### config.mk
export PLATFORM = sky130hd
export DESIGN_NAME = preemption_arbiter
export DESIGN_NICKNAME = d
export VERILOG_FILES = /design/src/rtl/preemption_arbiter_pkg.sv /design/src/rtl/preemption_arbiter_req_debouncer.sv /design/src/rtl/preemption_arbiter.sv
export SDC_FILE = /design/constraint.sdc
export NUM_CORES = 1
export LEC_CHECK = 0
export BUFFER_PORTS_ARGS = -buffer_cell sky130_fd_sc_hd__buf_2
export CAP_MARGIN = 25
export CORE_MARGIN = 5
export CORE_UTILIZATION = 50
export DETAILED_ROUTE_END_ITERATION = 12
export MAX_ROUTING_LAYER = met4
export PLACE_DENSITY = 0.82
export SLEW_MARGIN = 25
export SYNTH_ARGS = -nofsm -noshare
export SYNTH_HDL_FRONTEND = slang
export SYNTH_SLANG_ARGS = --single-unit
### constraint.sdc
create_clock -name clk -period 1.6 [get_ports clk]
set_input_delay 0 -clock clk [delete_from_list [all_inputs] [get_ports clk]]
set_output_delay 0 -clock clk [all_outputs]
set_load 0.01 [all_outputs]
### src/rtl/preemption_arbiter_pkg.sv
// Shared codes for the preemption arbiter: priority sides, phase and light-state
// codes from phase_controller, and the arbiter state encoding.
`timescale 1ns/1ps
package preemption_arbiter_pkg;

  typedef logic [1:0] side_t;

  localparam side_t NO_PRIORITY = 2'd0;
  localparam side_t EAST        = 2'd1;
  localparam side_t WEST        = 2'd2;

  localparam logic [1:0] PHASE_1       = 2'd0;
  localparam logic [1:0] PHASE_2       = 2'd1;
  localparam logic [1:0] EAST_PRIORITY = 2'd2;
  localparam logic [1:0] WEST_PRIORITY = 2'd3;

  localparam logic [3:0] PHASE_1_GREEN   = 4'd0;
  localparam logic [3:0] PHASE_1_YELLOW  = 4'd1;
  localparam logic [3:0] PHASE_1_RED     = 4'd2;
  localparam logic [3:0] PHASE_2_GREEN   = 4'd3;
  localparam logic [3:0] PHASE_2_YELLOW  = 4'd4;
  localparam logic [3:0] PHASE_2_RED     = 4'd5;
  localparam logic [3:0] PRIORITY_GREEN  = 4'd6;
  localparam logic [3:0] PRIORITY_YELLOW = 4'd7;

  localparam logic [1:0] ARB_IDLE    = 2'd0;
  localparam logic [1:0] ARB_OFFER   = 2'd1;
  localparam logic [1:0] ARB_SERVE   = 2'd2;
  localparam logic [1:0] ARB_LOCKOUT = 2'd3;

  function automatic side_t other_side(input side_t side);
    return (side == EAST) ? WEST : EAST;
  endfunction

endpackage

### src/rtl/preemption_arbiter_req_debouncer.sv
// Debounces one raw preemption detector and latches a single pending request
// per assertion; the request stays pending until the arbiter clears it.
`timescale 1ns/1ps
module req_debouncer #(
  parameter int DEBOUNCE_CYCLES = 4,
  parameter int CNT_W           = 8
) (
  input  logic clk,
  input  logic rst,
  input  logic req,
  input  logic clear,
  output logic pending
);

  localparam logic [CNT_W-1:0] TARGET = CNT_W'(DEBOUNCE_CYCLES);

  logic [CNT_W-1:0] cnt_q, cnt_d;
  logic             armed_q, armed_d;
  logic             pending_q, pending_d;

  // The count saturates at TARGET; armed makes a long assertion latch only once.
  // A fresh latch wins over a clear arriving on the same cycle.
  always_comb begin
    cnt_d     = cnt_q;
    armed_d   = armed_q;
    pending_d = pending_q;
    if (clear) pending_d = 1'b0;
    if (!req) begin
      cnt_d   = '0;
      armed_d = 1'b1;
    end else begin
      if (cnt_q < TARGET) cnt_d = cnt_q + CNT_W'(1);
      if (cnt_d == TARGET && armed_q) begin
        pending_d = 1'b1;
        armed_d   = 1'b0;
      end
    end
  end

  always_ff @(posedge clk or posedge rst) begin
    if (rst) begin
      cnt_q     <= '0;
      armed_q   <= 1'b1;
      pending_q <= 1'b0;
    end else begin
      cnt_q     <= cnt_d;
      armed_q   <= armed_d;
      pending_q <= pending_d;
    end
  end

  assign pending = pending_q;

endmodule

### src/rtl/preemption_arbiter.sv
// East/west emergency-preemption arbiter feeding phase_controller's priority input.
// The priority output is named priority_sel because "priority" is an SV keyword.
`timescale 1ns/1ps
module preemption_arbiter
  import preemption_arbiter_pkg::*;
#(
  parameter int DEBOUNCE_CYCLES = 4,
  parameter int LOCKOUT_CYCLES  = 16,
  parameter int CNT_W           = 8
) (
  input  logic       clk,
  input  logic       rst,
  input  logic       req_east,
  input  logic       req_west,
  input  logic [3:0] light_state,
  input  logic [1:0] current_phase,
  output logic [1:0] priority_sel,
  output logic       pending_east,
  output logic       pending_west,
  output logic       served_pulse
);

  localparam logic [CNT_W-1:0] LOCK_INIT =
    (LOCKOUT_CYCLES > 0) ? CNT_W'(LOCKOUT_CYCLES - 1) : '0;

  logic [1:0]       state_q, state_d;
  side_t            offer_side_q, offer_side_d;
  side_t            last_served_q, last_served_d;
  side_t            priority_q, priority_d;
  logic             served_q, served_d;
  logic [CNT_W-1:0] lock_q, lock_d;
  logic             clear_east, clear_west;
  logic             pend_e, pend_w;
  side_t            pick_side;
  logic             offer_taken;

  req_debouncer #(.DEBOUNCE_CYCLES(DEBOUNCE_CYCLES), .CNT_W(CNT_W)) u_deb_east (
    .clk(clk), .rst(rst), .req(req_east), .clear(clear_east), .pending(pend_e)
  );

  req_debouncer #(.DEBOUNCE_CYCLES(DEBOUNCE_CYCLES), .CNT_W(CNT_W)) u_deb_west (
    .clk(clk), .rst(rst), .req(req_west), .clear(clear_west), .pending(pend_w)
  );

  // On a tie the side that was not served last wins, so both sides alternate.
  always_comb begin
    pick_side = WEST;
    if (pend_e && pend_w) pick_side = other_side(last_served_q);
    else if (pend_e)      pick_side = EAST;
  end

  assign offer_taken = ((offer_side_q == EAST) && (current_phase == EAST_PRIORITY)) ||
                       ((offer_side_q == WEST) && (current_phase == WEST_PRIORITY));

  always_comb begin
    state_d       = state_q;
    offer_side_d  = offer_side_q;
    last_served_d = last_served_q;
    priority_d    = priority_q;
    served_d      = 1'b0;
    lock_d        = lock_q;
    clear_east    = 1'b0;
    clear_west    = 1'b0;
    case (state_q)
      ARB_IDLE: begin
        if ((pend_e || pend_w) && (light_state != PHASE_2_YELLOW)) begin
          offer_side_d = pick_side;
          priority_d   = pick_side;
          state_d      = ARB_OFFER;
        end
      end
      ARB_OFFER: begin
        // Any phase other than the offered side's priority phase is ignored.
        if (offer_taken) begin
          clear_east    = (offer_side_q == EAST);
          clear_west    = (offer_side_q == WEST);
          last_served_d = offer_side_q;
          served_d      = 1'b1;
          priority_d    = NO_PRIORITY;
          state_d       = ARB_SERVE;
        end
      end
      ARB_SERVE: begin
        if (current_phase == PHASE_1) begin
          if (LOCKOUT_CYCLES == 0) begin
            state_d = ARB_IDLE;
          end else begin
            lock_d  = LOCK_INIT;
            state_d = ARB_LOCKOUT;
          end
        end
      end
      ARB_LOCKOUT: begin
        if (lock_q == '0) state_d = ARB_IDLE;
        else              lock_d  = lock_q - CNT_W'(1);
      end
      default: state_d = ARB_IDLE;
    endcase
  end

  always_ff @(posedge clk or posedge rst) begin
    if (rst) begin
      state_q       <= ARB_IDLE;
      offer_side_q  <= NO_PRIORITY;
      last_served_q <= WEST;
      priority_q    <= NO_PRIORITY;
      served_q      <= 1'b0;
      lock_q        <= '0;
    end else begin
      state_q       <= state_d;
      offer_side_q  <= offer_side_d;
      last_served_q <= last_served_d;
      priority_q    <= priority_d;
      served_q      <= served_d;
      lock_q        <= lock_d;
    end
  end

  assign priority_sel = priority_q;
  assign pending_east = pend_e;
  assign pending_west = pend_w;
  assign served_pulse = served_q;

endmodule

==> reports/metrics.yaml <==
sta:
  slew_violations: 0
  finalSetupTns_ns: -0.159
  holdWs_ns: 0.142
  setup-violations-final: 4
  finalHoldViolations: 0
  fmaxAchievable_ghz: 0.598
  rsz0062_at_grt: "yes"
  max_slew.worst_pin.slew_ns: 0.512
  relSlewSlack_pct: 65.4
  fin_crit_ns: 1.67
  setup_slack_ns: -0.0717
  skew_ns: 0.00737
  fin_crit_sh_pct: 104
clocking:
  numCtsBuffers: 5
  insertion_delay_ns: 0.29
  root_buffer: "clkbuf_8"
  clock-sinks: 37
  cts_tree: "done"
  htreeDepth: 2
  clockBufferDepth: 2
  clk_pin_slew_worst_paths_ns: 0.08
synthesis:
  ys_seq_area_share_pct: 50.9
  synth_edf_count: 0
  syn_avg_cell_area_sq_um: 10.7
  ys_warn_count: 0
  netlist_area_sq_um: 1830
  synthDistinctLibCells: 39
  yosysTopAreaCellShare_pct: 46.6
  syn-instance-count: 170
  synthTopCellsByCount: "34 x dfrtp_1, 13 x nor2_1, 12 x and2_1, 12 x nand2_1, 11 x inv_1"
  synth_nets: 188
  synthArstFlopShare_pct: 100
  ys_seq_elements: 37
  synthTopCellsByArea: "dfrtp_1 47%, ha_1 5.5%, dfstp_2 4.3%, and2_1 4.1%, mux2i_1 3.3%"
  yosysMostFrequentCell: "dfrtp_1"
  synth_largest_area_cell: "dfrtp_1"
  ys.flop_type: "dfrtp_1"
global_routing:
  grt_use_met3_pct: 4.75
  grt_first_pass_wirelength_um: 6600
  gr-usage-met2_pct: 28.0
  gr-max-usage-layer: "met2"
  grt_pass1_vias: 1474
  grt_max_degree: 38
  grtUsageTotal_pct: 17.4
  grt_remaining_overflow: 0
  antenna_found_initial: 0
  grt_use_met1_pct: 19.9
hold_path:
  hold_path.class: "input port to flip-flop"
critical_path:
  cp_data_required_time_ns: 1.83
  end_kind: "flip-flop"
  path_buf_inv: 0
  critical_path.top_delay_family: "simple AND/OR/NAND/NOR gates"
  slowest_delay_ns: 0.45
  slowest_stage: "or4_1"
  arrival_ns: 1.90
  critPathMaxFanout: 5
  worstSetupStartpointType: "flip-flop"
  path_cells: "nor4_4, nand2_1, or4_1, a21oi_2"
  worstSetupPathType: "flip-flop to flip-flop"
status:
  outcome: "complete, but fails checks"
  violations: "negative setup slack"
detailed_routing:
  antenna_left: 0
  wl_per_cell_um: 15.3
  drc_errors: 0
  first_pass_iters: 4
  wirelength_um: 4090
  num_vias: 1467
  drt_iter0_drc: 60
  vias_per_cell: 5.47
floorplan:
  dieArea_sq_um: 4960
  rows: 22
  core_area_sq_um: 3610
  die_height_um: 70.4
  start_util_pct: 50.7
  ios: 15
  die_w_um: 70.4
finish:
  drive_above_1_share_pct: 41.4
  nets: 237
  nFillCells: 269
  instances_no_fill: 268
  synthToLayoutAreaGrowth_pct: 36.3
  diodes: 0
pwr:
  p_total_mw: 1.96
  ir_drop_mv: 0.614
  p_leak_nw: 1.20
  power.density_nw_per_um2: 788
placement:
  pre_cts_ws_ns: -0.0545
  port_buffers: 14
  dp_hpwl_um: 2440
  dp.cells: 241
  gp_congestion: 0.761
run:
  timing.max_cap.violations: 0
==> worst reg2reg max path, delay by kind of cell, from the launching register on <==
| kind | cells | cell delay [ns] |
|---|---|---|
| flip-flops | 1 | 0.42 |
| AO/OA/AOI/OAI | 1 | 0.15 |
| AND/OR/NAND/NOR | 3 | 1.04 |
==> area by class of cell <==
cell class              instances  area, sq um  area share [%]
clock buffers                   5         68.8            2.76
clock inverters                 3         17.5           0.704
inverters                      11         46.3            1.86
multi-input cells             120         1050            42.2
flip-flops and latches         37          930            37.3
well taps                      48         60.1            2.41
repair buffers                 44          318            12.8
==> cell families (layout without fill, tap and decap cells) <==
family          after synthesis  in the layout  synth area share [%]
simple gates                 73             73                  24.0
compound gates               27             27                  9.73
flops                        37             37                  50.9
fa+ha+maj                     8              8                  5.48
xor+xnor                      2              2                 0.959
buf+inv                      13             63                  3.15
mux                          10             10                  5.75
==> per-layer routing <==
| layer | part of all wire, % | routed length, um | vias to the layer above |
|---|---|---|---|
| li1 | - | - | 703 |
| met1 | 42 | 1730 | 708 |
| met2 | 51 | 2070 | 37 |
| met3 | 3.5 | 144 | 19 |
| met4 | 3.6 | 149 | 0 |
| met5 | 0 | 0 | - |
==> power by group <==
group	switching (mW)	internal, mW
Combinational	0.130	0.125
Clock	0.346	0.300
Sequential	0.0669	0.995
Total	0.542	1.42
==> flip-flops by register name, indices dropped and copies added (netlist names) <==
name and count:
offer_side_q 2, u_deb_east.pending 1, served_pulse 1, u_deb_west.cnt_q 8, u_deb_west.armed_q 1, lock_q 8
u_deb_west.pending 1, state_q 2, u_deb_east.armed_q 1, u_deb_east.cnt_q 8, priority_sel 2, last_served_q 2
==> cell usage in the layout, fill, tap and decap left out, drive strengths merged, types with 2 or more instances in the layout <==
cell / Yosys / final
a21oi: 8 / 8
a22oi: 2 / 2
a32o: 2 / 2
and2: 12 / 12
and3: 2 / 2
buf: 2 / 41
clkbuf: 0 / 5
clkinv: 0 / 2
dfrtp: 34 / 34
dfstp: 3 / 3
dlygate4sd3: 0 / 3
ha: 8 / 8
inv: 11 / 11
mux2: 4 / 4
mux2i: 6 / 6
nand2: 12 / 12
nand3: 4 / 4
nor2: 13 / 13
nor2b: 4 / 4
nor3: 5 / 5
nor4: 3 / 3
nor4bb: 2 / 2
o21ai: 6 / 6
o31ai: 4 / 4
or2: 3 / 3
or3: 2 / 2
or4: 6 / 6
xor2: 2 / 2
==> through the flow <==
step	util [%]	cell area, sq um
finish	69.0	2490
CTS	65.5	2360
global route	69.0	2490
floorplan	-	1880
detailed placement	57.3	2070
global placement	57.3	2070
==> what timing repair did <==
item                                   4_1_cts  5_1_grt
endpoints found under the hold margin       36        0
pin swaps                                   11        7
hold buffers                                 3        0
buffers inserted                            12        4
setup endpoints to repair                    4       18
resized for setup                           22       21
==> final timing paths <==
path	startpoint	endpoint	slack, ns	cells past startpoint
worst max-delay path	lock_q[3]$_DFFE_PP0P_	lock_q[7]$_DFFE_PP0P_	-0.07	4
worst min-delay path	current_phase[0]	lock_q[3]$_DFFE_PP0P_	0.14	4
worst max register to register	lock_q[3]$_DFFE_PP0P_	lock_q[7]$_DFFE_PP0P_	-0.07	4
worst min register to register	last_served_q[1]$_DFFE_PP1P_	last_served_q[1]$_DFFE_PP1P_	0.48	2
max in group asynchronous	rst	u_deb_west.armed_q$_DFFE_PP1P_	0.90	4
min in group asynchronous	rst	lock_q[7]$_DFFE_PP0P_	0.34	4
Note: power is estimated with default switching activity, not from simulation.
